==> src/rtl/vga_timing_gen.sv <==
// VGA raster timing: pixel-enable divider, horizontal/vertical counters,
// active-low sync pulses, visible-region flag and a once-per-frame tick.
module vga_timing_gen #(
  parameter int CLK_DIV = 4,
  parameter int H_TOTAL = 800,
  parameter int H_SYNC  = 96,
  parameter int H_START = 144,
  parameter int H_END   = 784,
  parameter int V_TOTAL = 525,
  parameter int V_SYNC  = 2,
  parameter int V_START = 35,
  parameter int V_END   = 515
) (
  input  logic       clk,
  input  logic       rst,
  output logic       pix_en,
  output logic [9:0] hCount,
  output logic [9:0] vCount,
  output logic       hSync,
  output logic       vSync,
  output logic       bright,
  output logic       frame_tick
);

  localparam int DIV_W = (CLK_DIV > 1) ? $clog2(CLK_DIV) : 1;

  localparam logic [DIV_W-1:0] DIV_LAST = DIV_W'(CLK_DIV - 1);
  localparam logic [9:0] H_LAST  = 10'(H_TOTAL - 1);
  localparam logic [9:0] V_LAST  = 10'(V_TOTAL - 1);
  localparam logic [9:0] H_SYNC_W = 10'(H_SYNC);
  localparam logic [9:0] V_SYNC_W = 10'(V_SYNC);
  localparam logic [9:0] H_VIS_LO = 10'(H_START);
  localparam logic [9:0] H_VIS_HI = 10'(H_END);
  localparam logic [9:0] V_VIS_LO = 10'(V_START);
  localparam logic [9:0] V_VIS_HI = 10'(V_END);

  logic [DIV_W-1:0] div;
  logic             h_wrap;
  logic             v_wrap;

  // Board-clock divider producing the pixel cadence.
  always_ff @(posedge clk or negedge rst) begin
    if (!rst) begin
      div <= '0;
    end else if (div == DIV_LAST) begin
      div <= '0;
    end else begin
      div <= div + 1'b1;
    end
  end

  // Pixel enable and wrap conditions decoded from registered state.
  always_comb begin
    pix_en = (div == DIV_LAST);
    h_wrap = (hCount == H_LAST);
    v_wrap = (vCount == V_LAST);
  end

  // Raster counters advance once per pixel; line end carries into vCount.
  always_ff @(posedge clk or negedge rst) begin
    if (!rst) begin
      hCount <= '0;
      vCount <= '0;
    end else if (pix_en) begin
      if (h_wrap) begin
        hCount <= '0;
        vCount <= v_wrap ? '0 : vCount + 10'd1;
      end else begin
        hCount <= hCount + 10'd1;
      end
    end
  end

  // One-clk tick in the cycle following the end-of-frame wrap edge.
  always_ff @(posedge clk or negedge rst) begin
    if (!rst) begin
      frame_tick <= 1'b0;
    end else begin
      frame_tick <= pix_en && h_wrap && v_wrap;
    end
  end

  // Sync and visible-region flags follow the counters with no added latency.
  always_comb begin
    hSync  = ~(hCount < H_SYNC_W);
    vSync  = ~(vCount < V_SYNC_W);
    bright = (hCount >= H_VIS_LO) && (hCount < H_VIS_HI) &&
             (vCount >= V_VIS_LO) && (vCount < V_VIS_HI);
  end

endmodule
==> config.mk <==
export PLATFORM = sky130hd
export DESIGN_NAME = vga_timing_gen
export DESIGN_NICKNAME = d
export VERILOG_FILES = /design/src/rtl/vga_timing_gen.sv
export SDC_FILE = /design/constraint.sdc
export NUM_CORES = 1
export LEC_CHECK = 0
export ABC_AREA = 0
export CAP_MARGIN = 20
export CORE_MARGIN = 2
export CORE_UTILIZATION = 45
export DETAILED_ROUTE_END_ITERATION = 7
export PLACE_DENSITY = 0.79
export SLEW_MARGIN = 20
export SYNTH_ARGS = -nofsm -noshare
export SYNTH_HDL_FRONTEND = slang
export SYNTH_SLANG_ARGS = --single-unit
==> constraint.sdc <==
create_clock -name clk -period 6 [get_ports clk]
set_input_delay 0.9 -clock clk [delete_from_list [all_inputs] [get_ports clk]]
set_output_delay 0.9 -clock clk [all_outputs]
set_load 0.05 [all_outputs]
* After elaboration in Yosys (flattened, before gate mapping)
Cells that the tools add are included.
** Cells by class
- Bitwise gates (word level) :: 2
- $mul :: 0
- $lt $le $gt $ge :: 6
- Shift operators :: 0
- Mux-type cells :: 3
- Eq/ne operators :: 3
- Reductions and logical operators :: 6
- Div/mod/pow operators :: 0
- Add/sub/neg operators :: 3
** Operators with widths (count)
- 10-bit by 1-bit adder with 10-bit output (second input constant) :: 2
- 10-bit equality test (second input constant) :: 2
- 10-bit less-than comparator (second input constant) :: 2
- 10-bit 2-to-1 mux :: 2
- 10-bit by 6-bit >= comparator with 1-bit output (second input constant) :: 1
- 10-bit by 8-bit >= comparator with 1-bit output (second input constant) :: 1
- 10-bit by 2-bit less-than comparator with 1-bit output (second input constant) :: 1
- 10-bit by 7-bit less-than comparator with 1-bit output (second input constant) :: 1
- 1-bit logical AND :: 5
- 2-bit by 1-bit adder with 2-bit output (second input constant) :: 1
- 2-bit equality test (second input constant) :: 1
- 2-bit 2-to-1 mux :: 1
- 1-bit NOT :: 2
- 2-bit AND reduction :: 1
** Word-level totals
- Bits in latches :: 0
- Memories kept :: 0
- Input port bits :: 2
- Logic and storage cells :: 27
- Output and inout port bits :: 25
- Flip-flop bits (word level) :: 23
- ROM bits :: 0
- Memory bits (writable) :: 0

* Longest topological paths before layout
Gate-level depths: netlist of run 1.
- Depth after elaboration :: 4
- Mapped depth :: 6
- Mapped depth without buffers :: 6

* Least setup slack after synthesis of run 1
OpenSTA, ideal clock, no wires.
- Path kind :: register -> output
- Start point :: register hCount[5]
- End point :: output port bright
- Arrival :: 2.657 ns
- Slack :: 2.443 ns
- Cell stages (with the launch flop) :: 4
- Path through :: dfrtp_1 -> buf_6 -> or4_2 -> a311oi_1
** Between the ends
- Longest elaborated chain between the ends :: 4
- Elaborated cells on any way between the ends :: 5
** Ends and longest elaborated chain
- from (decl) :: RTL line 17 : output logic [9:0] hCount,
- from (signal assigned) :: RTL line 69 : hCount <= hCount + 10'd1;
- 10-bit by 8-bit >= comparator with 1-bit output / 10-bit less-than comparator (equally long branches) :: RTL line 87 : bright = (hCount >= H_VIS_LO) && (hCount < H_VIS_HI) &&
- 1-bit logical AND * (2 in series) :: RTL line 87
- 1-bit logical AND * :: RTL line 88 : (vCount >= V_VIS_LO) && (vCount < V_VIS_HI);
- to (decl) :: RTL line 21 : output logic bright,
Mark *: on every way between the ends. The rest lies on a longest branch, timed or not.

* Worst setup path in the final report of run 1
- Start point :: register hCount[6]
- End point :: output port bright
The elaborated chain is that of the path after synthesis.

==> flow_summary.yaml, run 1 <==
pwr:
  p_leak_nw: 0.6136
  pwr-share-clk_pct: 30.6
  power.density_nw_per_um2: 146.4
  swShare_pct: 20.45
  peakVddDrop_mv: 0.1092
  combPwrFrac_pct: 1.3
  p_switching_mw: 0.04658
  seqPwrFrac_pct: 68.0
  p_int_mw: 0.1811
cells_and_area:
  final_common_cell: "clkdlybuf4s50_1"
  drive_gt1_share_pct: 6.536
  syn2layout_area_growth_pct: 23.19
  n_antenna_cell: 0
  postLayoutCoreUtil_pct: 57.39
  final_nets: 161
  layout_common_cells: "clkdlybuf4s50_1 (25), dfrtp_1 (23), nand3_1 (11), nand2_1 (11), nor2_1 (9)"
  fin_area_sq_um: 1555
  fillers: 232
routing:
  wl_per_cell_um: 14.43
  vias: 1085
  wirelength_um: 2655
  drt-initial-drc-count: 45
  drc: 0
  vias_per_cell: 5.897
  postRouteAntennaNets: 0
  drt-pass1-iter-count: 5
yosys:
  yosys_warnings: 0
  ys_async_sr_fraction_pct: 100.0
  synth_ff_type: "dfrtp_1"
  synthesis.area_sq_um: 1262
  yosysSeqAreaShare_pct: 45.59
  synth-seq-cells: 23
  yosysUniqueCellTypes: 36
  synthesis.nets: 135
  synth_edf_count: 0
  synth_area_per_cell_sq_um: 9.863
  syn_inst: 128
clock_network:
  htreeDepth: 1
  clock_path_buffers: 2
  cts_tree: "built"
  cts_buffers: 3
  cts-root-buf: "clkbuf_4"
  cts_setup_buffers: 0
  cts_resized: 0
  hold_buffers: 0
  clk_latency_ps: 300
  clkTransAtPathRegs_ps: 120
  clkSinkCount: 23
global_route:
  track_usage_pct: 17.53
  grt-ovfl-total: 0
  grt_first_pass_wirelength_um: 4498
  grt_pass1_vias: 990
  grt_max_degree: 24
  antenna_found_initial: 0
critical_path:
  worst-path-stages: 3
  start_kind: "flop"
  critPathMaxFanout: 8
  r2r_cells: 5
  crit_family: "buffers and inverters"
  max_stage_delay_ps: 860
  crit_required_ps: 5100
  critPathKind: "flop to output pin"
  crit_chain: "or4_2 > a311oi_1 > clkdlybuf4s50_1"
  crit_slowest_cell: "clkdlybuf4s50_1"
  cp.arrival_ps: 2610
  regToRegSetupSlack_ps: 3900
  r2r_end: "vCount[9]"
  crit_end: "bright"
  worstSetupStartpoint: "hCount[6]"
  cp_num_buf_inv: 1
  end_kind: "output pin"
  rr_startpoint: "hCount[0]"
sta:
  finalSetupViolations: 0
  worst_slack_ps: 2494
  clock.fmax_ghz: 0.2852
  finalClockSkew_ps: 2.298
  tightest_slew_ps: 566.9
  rsz0062_at_grt: "false"
  finalHoldViolCount: 0
  fin_crit_sh_pct: 58.44
  relSlewSlack_pct: 61.86
  fin_tns_setup_ps: 0
  hold_ws_ps: 435.9
  fin_crit_ps: 3506
  drv_slew: 0
floorplan:
  start_util_pct: 46.58
  die_h_um: 56.97
  fp.coreArea_sq_um: 2710
  die_w_um: 56.97
  io_pins: 27
  rows: 19
  die_area_sq_um: 3245
status:
  status: "finished clean"
placement:
  dp_hpwl_um: 1961
  place_area_sq_um: 1534
  gp_congestion: 0.8822
  port_buffers: 26
  place_worst_setup_slack_ps: 2853
worst_hold_path:
  hold_path.class: "flop to flop"
flow_run:
  cap_violations: 0
## flip-flops by register name (all words and copies together) (netlist names)
| name | flops |
|---|---|
| hCount | 10 |
| vCount | 10 |
| div | 2 |
| frame_tick | 1 |
## cells by family (layout without fill, tap and decap cells)
family	Yosys count	after routing	share of synthesized area, %
adder cells (fa/ha/maj)	5	5	4.955
AO/OA/AOI/OAI	19	19	10.70
XOR/XNOR	9	9	6.244
multiplexers	2	2	1.685
AND/OR/NAND/NOR	59	59	26.86
buffers and inverters	11	36	3.964
flip-flops	23	23	45.59
## metal layers
metal | wire length (um) | up-vias | GRT usage (%)
met5 | 0 | - | 0
met4 | 45 | 0 | 6.977
met3 | 150 | 6 | 2.721
met2 | 1270 | 40 | 27.75
met1 | 1188 | 516 | 24.23
li1 | - | 523 | -
## cells in the mapped netlist, types with 5 or more instances
cell     instances  area (sq um)
nand3_1         11         55.05
nor2_1           9         33.78
nand2_1         11         41.29
ha_1             5         62.56
dfrtp_1         23         575.6
xnor2_1          8         70.07
nand4_1          5         31.28
o21ai_0          6         30.03
inv_1            6         22.52
nor4_1           5         31.28
## power groups by stage
| stage | combinational (mW) | clock [mW] | sequential, mW |
|---|---|---|---|
| 2_1_floorplan | 0.000000213 | 0 | 0.158 |
| 3_3_place_gp | 0.00367 | 0 | 0.158 |
| 3_5_place_dp | 0.00376 | 0 | 0.158 |
| 4_1_cts | 0.00378 | 0.0735 | 0.155 |
| 5_1_grt | 0.00386 | 0.0791 | 0.155 |
| 6_report | 0.00306 | 0.0697 | 0.155 |
## per-stage QoR
step	cells	total power, mW
6_report	184	0.2277
5_1_grt	184	0.2380
4_1_cts	184	0.2323
3_5_place_dp	180	0.1617
3_3_place_gp	180	0.1616
2_1_floorplan	128	0.1580
## area by class of cell
| cell class | instances | area, sq um | share of cell area, % |
|---|---|---|---|
| repair buffers | 26 | 255.2 | 16.41 |
| clock buffers | 4 | 26.28 | 1.689 |
| flip-flops and latches | 23 | 575.6 | 37.01 |
| inverters | 6 | 22.52 | 1.448 |
| well taps | 31 | 38.79 | 2.494 |
| multi-input cells | 94 | 636.9 | 40.95 |
## worst min path at each step
stage	to	from	slack [ps]	depth (start not counted)
CTS	div[0]	div[0]	440	1
global route	div[0]	div[0]	450	1
global placement	div[0]	div[0]	410	1
detailed placement	div[0]	div[0]	420	1
floorplan	div[0]	div[0]	400	1
finish	div[0]	div[0]	440	1
Note: power is estimated with default switching activity, not from simulation.
==> run 2: changes to the inputs <==
--- a/config.mk
+++ b/config.mk
@@ -10,7 +10,7 @@
 export CORE_MARGIN = 2
 export CORE_UTILIZATION = 45
 export DETAILED_ROUTE_END_ITERATION = 7
-export PLACE_DENSITY = 0.79
+export PLACE_DENSITY = 0.82
 export SLEW_MARGIN = 20
 export SYNTH_ARGS = -nofsm -noshare
 export SYNTH_HDL_FRONTEND = slang
==> constraint.sdc (replaced) <==
create_clock -name clk -period 2.9 [get_ports clk]
set_input_delay 0.435 -clock clk [delete_from_list [all_inputs] [get_ports clk]]
set_output_delay 0.435 -clock clk [all_outputs]
set_load 0.05 [all_outputs]
==> run 2 against run 1 <==
Compared with the run above: core utilization rose by 0.60 points; total power increased by 110%; critical endpoint is now vSync; sequential power increased by 110%; hold slack improved by 7.7 ps; critical path depth rose by 1; die area is the same; clock power up 110%; flip-flop and latch count unchanged; largest power group unchanged; largest cell class unchanged.
==> flow_summary.yaml, run 2 (same netlist as run 1, synthesis figures left out) <==
status:
  status: "finished clean"
clock_network:
  htreeDepth: 1
  cts_buffers: 3
  clkSinkCount: 23
  hold_buffers: 0
  cts_tree: "built"
  cts_setup_buffers: 0
  clkTransAtPathRegs_ps: 120
  clock_path_buffers: 2
  cts_resized: 0
  cts-root-buf: "clkbuf_4"
  clk_latency_ps: 300
sta:
  rsz0062_at_grt: "false"
  finalSetupViolations: 0
  finalClockSkew_ps: 3.602
  tightest_slew_ps: 556.2
  finalHoldViolCount: 0
  hold_ws_ps: 443.6
  fin_crit_ps: 2559
  drv_slew: 0
  clock.fmax_ghz: 0.3908
  fin_crit_sh_pct: 88.24
  fin_tns_setup_ps: 0
  relSlewSlack_pct: 62.72
routing:
  wl_met2_um: 1320
  wirelength_um: 2666
  postRouteAntennaNets: 0
  drt-pass1-iter-count: 4
  drt-met1-wl_um: 1194
  vias_per_cell: 5.930
  vias: 1097
  drc: 0
  wl_per_cell_um: 14.41
  top_layer_used: "met4"
  met3_length_um: 129
  drt-initial-drc-count: 15
floorplan:
  die_w_um: 56.97
  rows: 19
  fp.coreArea_sq_um: 2710
  die_h_um: 56.97
  die_area_sq_um: 3245
  io_pins: 27
  start_util_pct: 46.58
global_route:
  grt_first_pass_wirelength_um: 4450
  grt_max_degree: 24
  grt-ovfl-total: 0
  track_usage_pct: 17.16
  antenna_found_initial: 0
  grt_pass1_vias: 1000
pwr:
  seqPwrFrac_pct: 68.0
  p_switching_mw: 0.09516
  peakVddDrop_mv: 0.2356
  p_int_mw: 0.3763
  pwr-share-clk_pct: 30.3
  swShare_pct: 20.18
  combPwrFrac_pct: 1.7
  p_leak_nw: 0.6206
  power.density_nw_per_um2: 300.0
critical_path:
  crit_chain: "or3_1 > nor2_1 > nand3b_1 > clkdlybuf4s50_1"
  critPathMaxFanout: 6
  start_kind: "flop"
  max_stage_delay_ps: 700
  critPathKind: "flop to output pin"
  crit_required_ps: 2470
  end_kind: "output pin"
  crit_family: "buffers and inverters"
  crit_slowest_cell: "clkdlybuf4s50_1"
  cp.arrival_ps: 2120
  cp_num_buf_inv: 1
placement:
  gp_congestion: 0.8215
  dp_hpwl_um: 1978
  port_buffers: 26
cells_and_area:
  syn2layout_area_growth_pct: 24.48
  n_antenna_cell: 0
  final_nets: 162
  drive_gt1_share_pct: 7.792
  final_common_cell: "clkdlybuf4s50_1"
  reg_top3: "hCount (10), vCount (10), div (2)"
  layout_common_cells: "clkdlybuf4s50_1 (25), dfrtp_1 (23), nand3_1 (11), nand2_1 (11), nor2_1 (9)"
flow_run:
  cap_violations: 0
worst_hold_path:
  hold_path.class: "flop to flop"
## run 2: layout make-up
class | instances | area (sq um)
clock buffer | 4 | 26.28
timing repair buffer | 27 | 265.3
multi-input combinational | 94 | 643.1
inverter | 6 | 22.52
fill | 259 | 1139
tap | 31 | 38.79
sequential | 23 | 575.6
## run 2: worst register-to-register path, delay by kind of cell, from the launching register on
family                     cells  cell delay, ps
DFF                            1             380
adders and majority gates      1             390
and+or+nand+nor                4            1310
## run 2: path summary, 6_finish.rpt
check | start | end | slack [ps] | depth (start not counted)
worst max-delay path | vCount[6] | vSync | 340 | 4
worst min-delay path | div[0] | div[0] | 440 | 1
worst max register to register | div[0] | vCount[9] | 770 | 5
worst min register to register | div[0] | div[0] | 440 | 1
max in group asynchronous | rst | vCount[4] | 2210 | 2
min in group asynchronous | rst | vCount[5] | 470 | 2
## run 2: per-layer routing
layer,vias to the layer above,global-route usage [%]
li1,528,-
met1,529,23.16
met2,37,28.74
met3,3,2.268
met4,0,5.648
met5,-,0
## run 2: stage by stage
stage,util (%),instance area (sq um),worst slack (ps),cells,power (mW)
floorplan,-,1269,256.6,128,0.3269
global placement,57.02,1545,709.4,181,0.3353
detailed placement,57.02,1545,694.8,181,0.3354
CTS,57.99,1572,337.6,185,0.4773
global route,57.99,1572,250.6,185,0.4924
finish,57.99,1572,340.9,185,0.4714
## run 2: power groups by stage
stage                     clock (mW)  sequential [mW]  combinational (mW)
after floorplan                    0            0.327         0.000000213
after global placement             0            0.327             0.00856
after detailed placement           0            0.327             0.00866
after CTS                      0.148            0.321             0.00865
after global routing           0.162            0.321             0.00949
final                          0.143            0.321             0.00797
==> run 3: changes to the inputs <==
--- a/config.mk
+++ b/config.mk
@@ -6,7 +6,6 @@
 export NUM_CORES = 1
 export LEC_CHECK = 0
 export ABC_AREA = 0
-export CAP_MARGIN = 20
 export CORE_MARGIN = 2
 export CORE_UTILIZATION = 45
 export DETAILED_ROUTE_END_ITERATION = 7
==> results of run 3 <==
The final DEF is identical to that of run 2; final timing and power are the same.
